--- src/rtl/rv32_mod_fetch_aligner_if.sv ---
// Bundle of the aligner's bus signals.
//   imem_req_*    : word fetch request to instruction memory
//   imem_resp_*   : single-cycle read response from instruction memory
//   redirect_*    : control-flow redirect from the back end
//   instr_*       : realigned instruction stream towards the decoder
// The master modport is the aligner, the slave modport is its surroundings.
interface rv32_mod_fetch_aligner_if;
  logic        imem_req_valid;
  logic [31:0] imem_req_addr;
  logic        imem_req_ready;
  logic        imem_resp_valid;
  logic [31:0] imem_resp_data;
  logic        redirect_valid;
  logic [31:0] redirect_pc;
  logic        instr_valid;
  logic        instr_ready;
  logic [31:0] instr;
  logic [31:0] instr_pc;
  logic        instr_is_compressed;

  modport master (
    output imem_req_valid, imem_req_addr,
    input  imem_req_ready,
    input  imem_resp_valid, imem_resp_data,
    input  redirect_valid, redirect_pc,
    output instr_valid, instr, instr_pc, instr_is_compressed,
    input  instr_ready
  );

  modport slave (
    input  imem_req_valid, imem_req_addr,
    output imem_req_ready,
    output imem_resp_valid, imem_resp_data,
    output redirect_valid, redirect_pc,
    input  instr_valid, instr, instr_pc, instr_is_compressed,
    output instr_ready
  );
endinterface

--- src/rtl/rv32_mod_fetch_aligner.sv ---
// RV32IMC instruction fetch and alignment stage.
// Fetches 32-bit words, splits them into halfwords in a 3-entry queue and
// emits one complete 16-bit or 32-bit instruction per decoder handshake,
// together with its PC. Redirects flush everything and restart fetch.
// Ports:
//   clk, rst : clock and synchronous active-high reset
//   bus      : rv32_mod_fetch_aligner_if.master (imem request/response,
//              redirect, instruction output)
module rv32_mod_fetch_aligner #(
  parameter logic [31:0] RESET_PC = 32'h0000_0000
) (
  input  logic                             clk,
  input  logic                             rst,
  rv32_mod_fetch_aligner_if.master         bus
);

  typedef enum logic {S_REQ, S_WAIT} state_t;

  state_t      state;
  logic [1:0]  count;
  logic [47:0] hwq;          // hw[0] in [15:0], hw[1] in [31:16], hw[2] in [47:32]
  logic [31:0] fetch_addr;
  logic [31:0] head_pc;
  logic        drop_low;
  logic        discard;

  logic        vld_p1;
  logic [31:0] instr_p1;
  logic [31:0] pc_p1;
  logic        cmp_p1;

  logic        req_valid;
  logic        accept;
  logic        push_en;
  logic [1:0]  push_n;
  logic [31:0] push_data;
  logic [47:0] keep;
  logic [47:0] mq;
  logic [2:0]  avail;
  logic        out_load;
  logic [1:0]  pop_n;
  logic [1:0]  count_n;

  always_comb begin
    req_valid = (state == S_REQ) && (count <= 2'd1);
    accept    = req_valid && bus.imem_req_ready;
    push_en   = (state == S_WAIT) && bus.imem_resp_valid && !discard;

    push_n    = 2'd0;
    push_data = 32'h0;
    if (push_en) begin
      if (drop_low) begin
        push_n    = 2'd1;
        push_data = {16'h0, bus.imem_resp_data[31:16]};
      end else begin
        push_n    = 2'd2;
        push_data = bus.imem_resp_data;
      end
    end

    // Merged view of queue plus incoming halfwords, so a response can feed
    // the output register in the same edge it arrives. Stale entries above
    // count are masked off. count <= 1 whenever a response is pushed, so
    // the merged view never exceeds three halfwords.
    keep  = ~(48'hFFFF_FFFF_FFFF << {count, 4'b0000});
    mq    = (hwq & keep) | ({16'h0, push_data} << {count, 4'b0000});
    avail = {1'b0, count} + {1'b0, push_n};

    out_load = !vld_p1 || bus.instr_ready;
    pop_n    = 2'd0;
    if (out_load) begin
      if ((avail >= 3'd1) && (mq[1:0] != 2'b11)) pop_n = 2'd1;
      else if (avail >= 3'd2)                    pop_n = 2'd2;
    end
    count_n = count + push_n - pop_n;
  end

  always_ff @(posedge clk) begin
    if (rst) begin
      state      <= S_REQ;
      count      <= 2'd0;
      fetch_addr <= {RESET_PC[31:2], 2'b00};
      head_pc    <= {RESET_PC[31:1], 1'b0};
      drop_low   <= RESET_PC[1];
      discard    <= 1'b0;
      vld_p1     <= 1'b0;
      instr_p1   <= 32'h0;
      pc_p1      <= 32'h0;
      cmp_p1     <= 1'b0;
    end else if (bus.redirect_valid) begin
      count      <= 2'd0;
      vld_p1     <= 1'b0;
      fetch_addr <= bus.redirect_pc & 32'hFFFF_FFFC;
      head_pc    <= bus.redirect_pc & 32'hFFFF_FFFE;
      drop_low   <= bus.redirect_pc[1];
      // A request is still outstanding if we were waiting without a
      // response this cycle, or one is being accepted right now. If the
      // outstanding response lands in this very cycle nothing is in
      // flight afterwards, so waiting for another one would hang.
      if (((state == S_WAIT) && !bus.imem_resp_valid) || accept) begin
        discard <= (state == S_WAIT) ? (discard | 1'b1) : 1'b1;
        state   <= S_WAIT;
      end else begin
        discard <= 1'b0;
        state   <= S_REQ;
      end
    end else begin
      case (state)
        S_REQ: begin
          if (accept) begin
            state      <= S_WAIT;
            fetch_addr <= fetch_addr + 32'd4;
          end
        end
        S_WAIT: begin
          if (bus.imem_resp_valid) begin
            state <= S_REQ;
            if (discard)       discard  <= 1'b0;
            else if (drop_low) drop_low <= 1'b0;
          end
        end
        default: state <= S_REQ;
      endcase

      hwq   <= mq >> {pop_n, 4'b0000};
      count <= count_n;

      // output stage (p1)
      if (out_load) begin
        if (pop_n != 2'd0) begin
          vld_p1   <= 1'b1;
          instr_p1 <= (pop_n == 2'd1) ? {16'h0, mq[15:0]} : mq[31:0];
          pc_p1    <= head_pc;
          cmp_p1   <= (pop_n == 2'd1);
          head_pc  <= head_pc + ((pop_n == 2'd1) ? 32'd2 : 32'd4);
        end else begin
          vld_p1   <= 1'b0;
        end
      end
    end
  end

  assign bus.imem_req_valid      = req_valid;
  assign bus.imem_req_addr       = fetch_addr;
  assign bus.instr_valid         = vld_p1;
  assign bus.instr               = instr_p1;
  assign bus.instr_pc            = pc_p1;
  assign bus.instr_is_compressed = cmp_p1;

endmodule

--- src/flat_wrapper.sv ---
// flat-port wrapper written by rule: the top's interface ports become plain ports
module rv32_mod_fetch_aligner_flat 
#(
  parameter logic [31:0] RESET_PC = 32'h0000_0000
)
  (clk, rst, bus_imem_req_valid, bus_imem_req_addr, bus_imem_req_ready, bus_imem_resp_valid, bus_imem_resp_data, bus_redirect_valid, bus_redirect_pc, bus_instr_valid, bus_instr, bus_instr_pc, bus_instr_is_compressed, bus_instr_ready);
  rv32_mod_fetch_aligner_if bus_i ();
  input  logic clk;
  input  logic rst;
  output wire logic [$bits(bus_i.imem_req_valid)-1:0] bus_imem_req_valid;
  output wire logic [$bits(bus_i.imem_req_addr)-1:0] bus_imem_req_addr;
  input wire logic [$bits(bus_i.imem_req_ready)-1:0] bus_imem_req_ready;
  input wire logic [$bits(bus_i.imem_resp_valid)-1:0] bus_imem_resp_valid;
  input wire logic [$bits(bus_i.imem_resp_data)-1:0] bus_imem_resp_data;
  input wire logic [$bits(bus_i.redirect_valid)-1:0] bus_redirect_valid;
  input wire logic [$bits(bus_i.redirect_pc)-1:0] bus_redirect_pc;
  output wire logic [$bits(bus_i.instr_valid)-1:0] bus_instr_valid;
  output wire logic [$bits(bus_i.instr)-1:0] bus_instr;
  output wire logic [$bits(bus_i.instr_pc)-1:0] bus_instr_pc;
  output wire logic [$bits(bus_i.instr_is_compressed)-1:0] bus_instr_is_compressed;
  input wire logic [$bits(bus_i.instr_ready)-1:0] bus_instr_ready;
  assign bus_imem_req_valid = bus_i.imem_req_valid;
  assign bus_imem_req_addr = bus_i.imem_req_addr;
  assign bus_i.imem_req_ready = bus_imem_req_ready;
  assign bus_i.imem_resp_valid = bus_imem_resp_valid;
  assign bus_i.imem_resp_data = bus_imem_resp_data;
  assign bus_i.redirect_valid = bus_redirect_valid;
  assign bus_i.redirect_pc = bus_redirect_pc;
  assign bus_instr_valid = bus_i.instr_valid;
  assign bus_instr = bus_i.instr;
  assign bus_instr_pc = bus_i.instr_pc;
  assign bus_instr_is_compressed = bus_i.instr_is_compressed;
  assign bus_i.instr_ready = bus_instr_ready;
  rv32_mod_fetch_aligner #(.RESET_PC(RESET_PC)) u_core (.clk(clk), .rst(rst), .bus(bus_i));
endmodule
--- config.mk ---
export PLATFORM = sky130hd
export DESIGN_NAME = rv32_mod_fetch_aligner_flat
export DESIGN_NICKNAME = d
export VERILOG_FILES = /design/src/rtl/rv32_mod_fetch_aligner_if.sv /design/src/rtl/rv32_mod_fetch_aligner.sv /design/src/flat_wrapper.sv
export SDC_FILE = /design/constraint.sdc
export NUM_CORES = 1
export LEC_CHECK = 0
export ABC_AREA = 1
export CAP_MARGIN = 20
export CORE_ASPECT_RATIO = 0.75
export CORE_MARGIN = 3
export CORE_UTILIZATION = 35
export CTS_CLUSTER_SIZE = 30
export DETAILED_ROUTE_END_ITERATION = 8
export SETUP_SLACK_MARGIN = 0.2
export SYNTH_ARGS = -nofsm -noshare
export SYNTH_HDL_FRONTEND = slang
export SYNTH_SLANG_ARGS = --single-unit
--- constraint.sdc ---
create_clock -name clk -period 10.48 [get_ports clk]
set_clock_uncertainty 0.2 [all_clocks]
set_input_delay 1.048 -clock clk [delete_from_list [all_inputs] [get_ports clk]]
set_output_delay 1.048 -clock clk [all_outputs]
set_load 0.01 [all_outputs]
# Yosys cells after proc, flatten, opt, wreduce, memory -nomap -nowiden
# Index checks and enable logic that the tools add are counted.
[classes] n_mux=28 eq_ne=4 n_reduce_logical=26 shift=3 multipliers=0 bitwise=6 add_sub_neg=5 order_cmp=3 n_div=0
[ops] op="$mux 32" count=9
[ops] op="$and 48x48->48" count=1
[ops] op="$not 48->48" count=1
[ops] op="$or 48x48->48" count=1
[ops] op="$shl 32x6->48" count=1
[ops] op="$shl 48x6->48 const A" count=1
[ops] op="$shr 48x6->48" count=1
[ops] op="$add 32x3->32 const B" count=1
[ops] op="$add 32x32->32" count=1
[ops] op="$mux 1" count=12
[ops] op="$reduce_and 2->1" count=6
[ops] op="$reduce_bool 2->1" count=6
[ops] op="$mux 2" count=5
[ops] op="$logic_and 1x1->1" count=6
[ops] op="$ne 2x2->1 const B" count=3
[ops] op="$reduce_and 3->1" count=2
[ops] op="$add 2x2->3" count=1
[ops] op="$ge 3x1->1 const B" count=1
[ops] op="$ge 3x2->1 const B" count=1
[ops] op="$logic_not 1->1" count=3
[ops] op="$mux 3" count=1
[ops] op="$not 1->1" count=3
[ops] op="$add 2x2->2" count=1
[ops] op="$eq 2x1->1 const B" count=1
[ops] op="other kinds (5)" count=6
[word_totals] romBits=0 ram_bits=0 output_inout_bits=99 in_bits=70 mem_count=0 latchBits=0 ff_bits=183

# Logic depth before layout (Yosys ltp)
# Gate-level depths: netlist of run 1.
[logic_depth] depth_word=15 ltp_mapped=27

# Worst setup path before layout of run 1
# Ideal clock, no wire load.
[synth_timing] kind="input to register" start="input port bus_imem_resp_valid" end="register u_core.head_pc[27]" setup_ns=0.110 t_arrival_ns=4.199 cell_stages=25 path_slack_ns=5.971 t_required_ns=10.170 path_buffers=4 cell_sequence="nand2_1 > nor2_2 > buf_4 > nand2_2 > buf_2 > fa_1 > nand2_1 > inv_1 > nand2_1 > nand3_2 > buf_6 > inv_2 > buf_2 > ha_1 > fa_1 > nand2_1 > inv_1 > nand3_1 > nor2_1 > nand3_1 > nand2_1 > a21boi_0 > nand2_1 > inv_1 > nor2_1"
[synth_between] elab_chain_cells=15
[synth_lines] item="start: declaration" line="flat_wrapper.sv:13" source="input wire logic [$bits(bus_i.imem_resp_valid)-1:0] bus_imem_resp_valid;"
[synth_lines] item="$logic_and 1x1->1 (*) (2 in a row)" line="rv32_mod_fetch_aligner.sv:47" source="push_en = (state == S_WAIT) && bus.imem_resp_valid && !discard;"
[synth_lines] item="$mux 32" line="rv32_mod_fetch_aligner.sv:51" source="if (push_en) begin"
[synth_lines] item="$shl 32x6->48" line="rv32_mod_fetch_aligner.sv:66" source="mq = (hwq & keep) | ({16'h0, push_data} << {count, 4'b0000});"
[synth_lines] item="$or 48x48->48" line="rv32_mod_fetch_aligner.sv:66"
[synth_lines] item="$ne 2x2->1" line="rv32_mod_fetch_aligner.sv:72" source="if ((avail >= 3'd1) && (mq[1:0] != 2'b11)) pop_n = 2'd1;"
[synth_lines] item="$logic_and 1x1->1" line="rv32_mod_fetch_aligner.sv:72"
[synth_lines] item="$mux 2 (*)" line="rv32_mod_fetch_aligner.sv:72"
[synth_lines] item="$mux 2 (*)" line="rv32_mod_fetch_aligner.sv:71" source="if (out_load) begin"
[synth_lines] item="$eq 2x1->1" line="rv32_mod_fetch_aligner.sv:135" source="head_pc <= head_pc + ((pop_n == 2'd1) ? 32'd2 : 32'd4);"
[synth_lines] item="$mux 3" line="rv32_mod_fetch_aligner.sv:135"
[synth_lines] item="$add 32x32->32" line="rv32_mod_fetch_aligner.sv:135"
[synth_lines] item="$mux 32" line="rv32_mod_fetch_aligner.sv:130" source="if (pop_n != 2'd0) begin"
[synth_lines] item="$mux 32" line="rv32_mod_fetch_aligner.sv:129" source="if (out_load) begin"
[synth_lines] item="$mux 32" line="rv32_mod_fetch_aligner.sv:90" source="end else if (bus.redirect_valid) begin"
[synth_lines] item="end signal: assignment" line="rv32_mod_fetch_aligner.sv:83" source="head_pc <= {RESET_PC[31:1], 1'b0};"
[synth_lines] item="end signal: assignment" line="rv32_mod_fetch_aligner.sv:94" source="head_pc <= bus.redirect_pc & 32'hFFFF_FFFE;"
[synth_lines] item="end signal: assignment" line="rv32_mod_fetch_aligner.sv:135"
[synth_lines] item="end: declaration" line="rv32_mod_fetch_aligner.sv:23" source="logic [31:0] head_pc;"
# Every way passes the cells marked *; elsewhere a longest branch is shown, timed or not. The select of a mux whose other input is x is not followed.
# A chain may end at the register's enable or synchronous reset.

# Worst setup path in the final report of run 1
[layout_timing] start="input port bus_imem_resp_valid" end="register u_core.head_pc[19]"
# The elaborated chain is that of the path after synthesis.

==> out/summary.txt, run 1 <==
Outcome = finished, final reports clean
Die X-Extent = 208 um
Setup repair after global routing missed its margin = no
Cell area reported after detailed placement = 12400 sq um
Final-report hold violation count = 0
Post-DP HPWL = 26100 um
Height of the die = 157 um
Maximum net fanout on the critical path = 92
Initial standard-cell utilization of the core = 36.2%
Worst EP required = 10.65 ns
Remaining max-slew budget at the tightest pin = 30.2%
Leading area contributor after synthesis = dfxtp_1
DRT antenna net count = 0
Async S/R FF share, synth = 0%
Number of filler instances in the final layout = 3079
Min cycle time layout = 5.53 ns
Slew at the pin with the worst max-slew slack = 1.05 ns
Overall track demand over capacity in global routing = 22.7%
Post-Syn Area = 10700 sq um
Number of buffers inserted during clock tree synthesis = 17
Maximum Capacitance Violations = 0
Area growth from synthesis to layout = 21.7%
Pin count of the biggest net entering global routing = 93
Antenna Cells = 0
Via Count = 11.1k
#FFs+latches synth = 179
Total iterations of the first detailed-routing run = 5
Post-synthesis average cell area = 6.44 sq um
DRT iter0 DRCs = 1175
Finished Core Util = 44.0%
Endpoint class of the critical path = flip-flop
CTS tree = yes
Final Net Count = 1840
Synth warn = 0
TritonCTS sink count = 179
H-tree Lvls = 4
Die area = 32700 sq um
Cts-stage hold buffer count = 0
CTS root buf = clkbuf_16
Areal power density over the cells = 229 nW/um^2
Peak ir drop on the vdd network = 0.148 mV
Number of global-route vias before repair = 10.1k
Number of enable-type register cells in the synthesized netlist = 48
Via density per instance = 5.10
Std-Cell Rows = 54
I/O Buffers = 164
Period utilisation layout = 52.8%
Most frequent cell after synthesis = nand2_1
Total Negative Setup Slacks = 0 ns
Insertion delay to the later sink of the worst-skew pair = 0.45 ns
Floorplan core area = 29500 sq um
Antenna violations before repair = 0
Reg-to-reg setup timing slack = 4.97 ns
Most used DFF post-synth = dfxtp_1
Top post-synthesis cells by count = nand2_1 (568), nor2_1 (258), inv_1 (156), dfxtp_1 (131), nand3_1 (104)
Highest achievable clock rate = 181 MHz
Number of failing setup endpoints in the final timing report = 0
Final WL = 37400 um
Proportion of synthesized chip area in sequential cells = 38.1%
Wire length of the first global-routing pass = 58500 um
Leakage power summed over all cells = 5.32 nW
Distinct cell type count after synthesis = 37
Layout cells sized above 1 = 3.55%
Post-route DRC = 0
Count of buffers added by post-CTS timing repair for setup = 0
Type of the worst setup path = in2reg
Post-route cell area = 13000 sq um
Clock transition time at the flip-flop clock pins of the worst setup and hold paths = 0.07 ns
Arrival time of data at the critical path endpoint = 5.70 ns
Gate Count Post-Synth = 1658
Number of buffers between clock root and the deepest sink = 2
Wire length per cell after detailed routing = 17.2 um
Class of the most critical hold timing path = reg2reg
Fin. max-slew vios = 0
I/O pin total = 169
Overflow left after global routing = 0
Critical Path Start Type = primary input
PostCTS Resize Cnt = 0
Fraction of synthesized cell area taken by the top area cell type = 24.6%
Cells taking the most area after synthesis = dfxtp_1 (25%), nand2_1 (20%), edfxtp_1 (13%), nor2_1 (9.1%), inv_1 (5.5%)
GPL Wtd Cong = 0.897
## worst paths after layout
kind,start,end,cells after the start
worst max register to register,u_core.drop_low,u_core.head_pc[19],19
worst min register to register,u_core.bus.instr_pc[16],u_core.bus.instr_pc[16],2
worst min-delay path,u_core.bus.instr_pc[16],u_core.bus.instr_pc[16],2
worst max-delay path,bus_imem_resp_valid,u_core.head_pc[19],21
## layout by cell type, fill, tap and decap left out, drive strengths merged, types with 2 or more instances in the layout
cell type,instances
inv,170
nand4,36
ha,4
fa,2
xor2,19
and3,2
xnor2,4
clkinv,4
or2,2
nand2,572
edfxtp,48
buf,12
nor2,261
o21ai,71
o22ai,4
a21boi,4
a21oi,60
clkbuf,20
nand3,107
o211ai,41
dfxtp,131
clkdlybuf4s50,163
conb,3
nor3,17
a31oi,17
## where the power goes
part	switching [mW]	total (mW)	internal, mW
Sequential	0.127	1.02	0.891
Clock	0.323	0.668	0.345
Combinational	0.822	1.29	0.466
## kinds of logic (layout without fill, tap and decap cells)
logic type      after synthesis  count (layout)  synth area share [%]
simple gates                998             998                  37.8
buf+inv                     252             369                  10.6
compound gates              199             199                  10.8
flops                       179             179                  38.1
xor+xnor                     23              23                  1.89
fa+ha+maj                     6               6                 0.844
other cells                   1               3                0.0351
## worst max-delay path, cell delays in order
cell and delay [ns]:
clkdlybuf4s50_1 0.50, nand2_1 0.09, nor2_2 0.16, nand2_2 0.34, fa_1 0.68, nand2_1 0.08
inv_1 0.12, nand2_1 0.11, nand3_2 0.10, buf_4 0.76, fa_1 0.37, nand2_1 0.11
inv_1 0.10, nand3_1 0.19, nor2_1 0.34, nand3_1 0.12, nand2_1 0.08, nand3_1 0.06
nand2_1 0.11, nand2_1 0.06, a21oi_1 0.14
## registers in the layout, indices dropped and copies added, names as in the netlist
signal and cells:
u_core.bus.instr 32, u_core.drop_low 1, u_core.head_pc 31, u_core.bus.imem_req_addr 30
u_core.bus.instr_pc 31, u_core.bus.instr_is_compressed 1, u_core.discard 1, u_core.state 1
u_core.count 2, u_core.hwq 48, u_core.bus.instr_valid 1
## layout make-up
| cell class | count | area, sq um | share of cell area (%) |
|---|---|---|---|
| clock buffers | 20 | 478 | 3.68 |
| flip-flops and latches | 179 | 4060 | 31.3 |
| well taps | 392 | 490 | 3.77 |
| repair buffers | 175 | 1730 | 13.3 |
| inverters | 162 | 612 | 4.71 |
| multi-input cells | 1229 | 5500 | 42.3 |
| clock inverters | 12 | 124 | 0.953 |
## routing by layer
| layer | part of all wire [%] | global-route usage (%) | vias to the layer above |
|---|---|---|---|
| met3 | 9.7 | 5.22 | 18 |
| met1 | 52 | 36.6 | 5072 |
| met2 | 38 | 30.3 | 460 |
| li1 | - | - | 5520 |
| met5 | 0 | 0 | - |
| met4 | 0.84 | 4.17 | 0 |
## per-stage QoR
stage / power (mW) / hold WS, ns / std cells / worst slack, ns
floorplan: 1.87 / 0.278 / 1660 / 5.97
global placement: 2.29 / 0.254 / 2136 / 3.61
detailed placement: 2.31 / 0.259 / 2136 / 3.61
CTS: 2.98 / 0.277 / 2168 / 4.04
global route: 3.19 / 0.308 / 2169 / 4.43
finish: 2.97 / 0.274 / 2169 / 4.95
(Power assumes the default switching activity.)
==> run 2: changes to the inputs <==
==> constraint.sdc (replaced) <==
create_clock -name clk -period 4.6 [get_ports clk]
set_clock_uncertainty 0.2 [all_clocks]
set_input_delay 0.46 -clock clk [delete_from_list [all_inputs] [get_ports clk]]
set_output_delay 0.46 -clock clk [all_outputs]
set_load 0.01 [all_outputs]
==> out/summary.txt, run 2 (synthesis results as in run 1) <==
Area growth from synthesis to layout = 22.4%
Post-DP HPWL = 27300 um
Height of the die = 157 um
Cell count after placement = 2148
Crit-path slowest cell = fa_1
Std-Cell Rows = 54
Number of buffers and inverters on the critical path = 5
Maximum Capacitance Violations = 0
DRT iter0 DRCs = 1210
Via density per instance = 5.03
Fin. max-slew vios = 0
Number of failing setup endpoints in the final timing report = 0
Relative contribution of combinational cells to total power = 44.1%
Floorplan core area = 29500 sq um
Count of buffers added by post-CTS timing repair for setup = 0
Critical Path Start Type = primary input
Ordered cell list for the critical path = clkdlybuf4s50_1, nand2_1, nor2_2, nand3_1, fa_1, nand2_1, inv_1, nand2_1, nand3_2, buf_4, fa_1, nand2_1, inv_1, nand3_1, nor2_1, nand2_1, nand2_1, nand2_1, a21boi_0, nand2_1, inv_1, nor2_1
DRT antenna net count = 0
Final-report hold violation count = 0
Wire length of the first global-routing pass = 59400 um
Insertion delay to the later sink of the worst-skew pair = 0.45 ns
Antenna violations before repair = 1
Net load switching power = 2.87 mW
Leakage power summed over all cells = 5.37 nW
Initial standard-cell utilization of the core = 36.2%
Uppermost layer routed = met4
Commonest non-fill, non-tap cell in the layout = nand2_1
Reg with most FFs = u_core.hwq
TritonCTS sink count = 179
Overall track demand over capacity in global routing = 23.1%
Type of the worst setup path = in2reg
GPL Wtd Cong = 0.969
Via Count = 11.0k
CTS root buf = clkbuf_16
Routed length on met3 = 3300 um
I/O pin total = 169
H-tree Lvls = 4
Setup repair after global routing missed its margin = no
Final WL = 38100 um
Min cycle time layout = 4.04 ns
I/O Buffers = 164
Detailed-routing wirelength on met1 = 20100 um
Class of the most critical hold timing path = in2reg
Final Net Count = 1851
Overflow left after global routing = 0
Most numerous cell on the critical path = nand2_1
Areal power density over the cells = 521 nW/um^2
Top library cells by usage in the layout, fill and taps aside = nand2_1 (568), nor2_1 (257), clkdlybuf4s50_1 (163)
Antenna Cells = 0
Number of buffers inserted during clock tree synthesis = 17
CTS tree = yes
Endpoint class of the critical path = flip-flop
Number of global-route vias before repair = 10.2k
Largest stage delay on the critical path = 0.52 ns
Layout cells sized above 1 = 4.08%
Outcome = finished, final reports clean
Post-route DRC = 0
Worst EP required = 4.74 ns
Worst slack on hold paths = 0.222 ns
Share of power burned in registers = 33.8%
PostCTS Resize Cnt = 0
Relative contribution of the clock network to total power = 22.1%
Die area = 32700 sq um
Number of buffers between clock root and the deepest sink = 2
Flip-flop count of the largest register after layout = 48
Sw Share = 42.2%
Internal power = 3.94 mW
Pin count of the biggest net entering global routing = 86
Cts-stage hold buffer count = 0
Peak ir drop on the vdd network = 0.421 mV
Period utilisation layout = 87.9%
Arrival time of data at the critical path endpoint = 4.18 ns
Highest achievable clock rate = 247 MHz
Die X-Extent = 208 um
Slew at the pin with the worst max-slew slack = 0.876 ns
Met2 routed wirelength = 14500 um
Clock transition time at the flip-flop clock pins of the worst setup and hold paths = 0.07 ns
Remaining max-slew budget at the tightest pin = 41.5%
Largest delay contributor family on the critical path = simple AND/OR/NAND/NOR gates
Total Negative Setup Slacks = 0 ns
Total iterations of the first detailed-routing run = 5
Number of filler instances in the final layout = 3128
Fin cells = 2180
Wire length per cell after detailed routing = 17.5 um
Maximum net fanout on the critical path = 29
-- run 2: path summary, 6_finish.rpt --
kind                                          start                      endpoint  slack, ns  cells after the start
worst min-delay path                            rst  u_core.bus.imem_req_addr[30]       0.22                      2
worst max-delay path            bus_imem_resp_valid            u_core.head_pc[27]       0.56                     22
worst min register to register  u_core.bus.instr[4]           u_core.bus.instr[4]       0.28                      2
worst max register to register      u_core.drop_low            u_core.head_pc[27]       0.63                     19
-- run 2: layout make-up --
type | count | area (sq um) | share of cell area [%]
clock inverters | 13 | 146 | 1.12
multi-input cells | 1229 | 5500 | 42.1
flip-flops and latches | 179 | 4060 | 31.1
inverters | 162 | 611 | 4.67
repair buffers | 186 | 1830 | 14.0
well taps | 392 | 490 | 3.75
clock buffers | 19 | 434 | 3.32
-- run 2: metal layers --
metal	GRT usage [%]	up-vias
met4	3.69	0
met5	0	-
met1	37.0	5062
met3	5.78	21
li1	-	5517
met2	31.0	374
-- run 2: through the flow --
step | utilization [%] | power (mW) | area [sq um] | worst slack, ns
floorplan | - | 4.26 | 10700 | 0.679
global placement | 42.3 | 5.27 | 12500 | 0.197
finish | 44.3 | 6.81 | 13100 | 0.555
detailed placement | 42.3 | 5.30 | 12500 | 0.198
CTS | 44.3 | 6.83 | 13100 | 0.628
global route | 44.3 | 7.29 | 13100 | 0.293
-- run 2: power by group through the flow --
stage	clock (mW)	combinational, mW	sequential (mW)
global route	1.60	3.34	2.35
CTS	1.53	3.00	2.30
floorplan	0	1.90	2.37
global placement	0	2.94	2.33
finish	1.51	3.00	2.30
detailed placement	0	2.98	2.32
-- run 2: worst register-to-register path: stages (launching register included) --
cell and delay [ns]:
dfxtp_1 0.62, nand3_1 0.19, fa_1 0.52, nand2_1 0.09, inv_1 0.12, nand2_1 0.11, nand3_2 0.10, buf_4 0.32
fa_1 0.28, nand2_1 0.12, inv_1 0.10, nand3_1 0.23, nor2_1 0.35, nand2_1 0.10, nand2_1 0.06, nand2_1 0.04
a21boi_0 0.14, nand2_1 0.07, inv_1 0.06, nor2_1 0.04
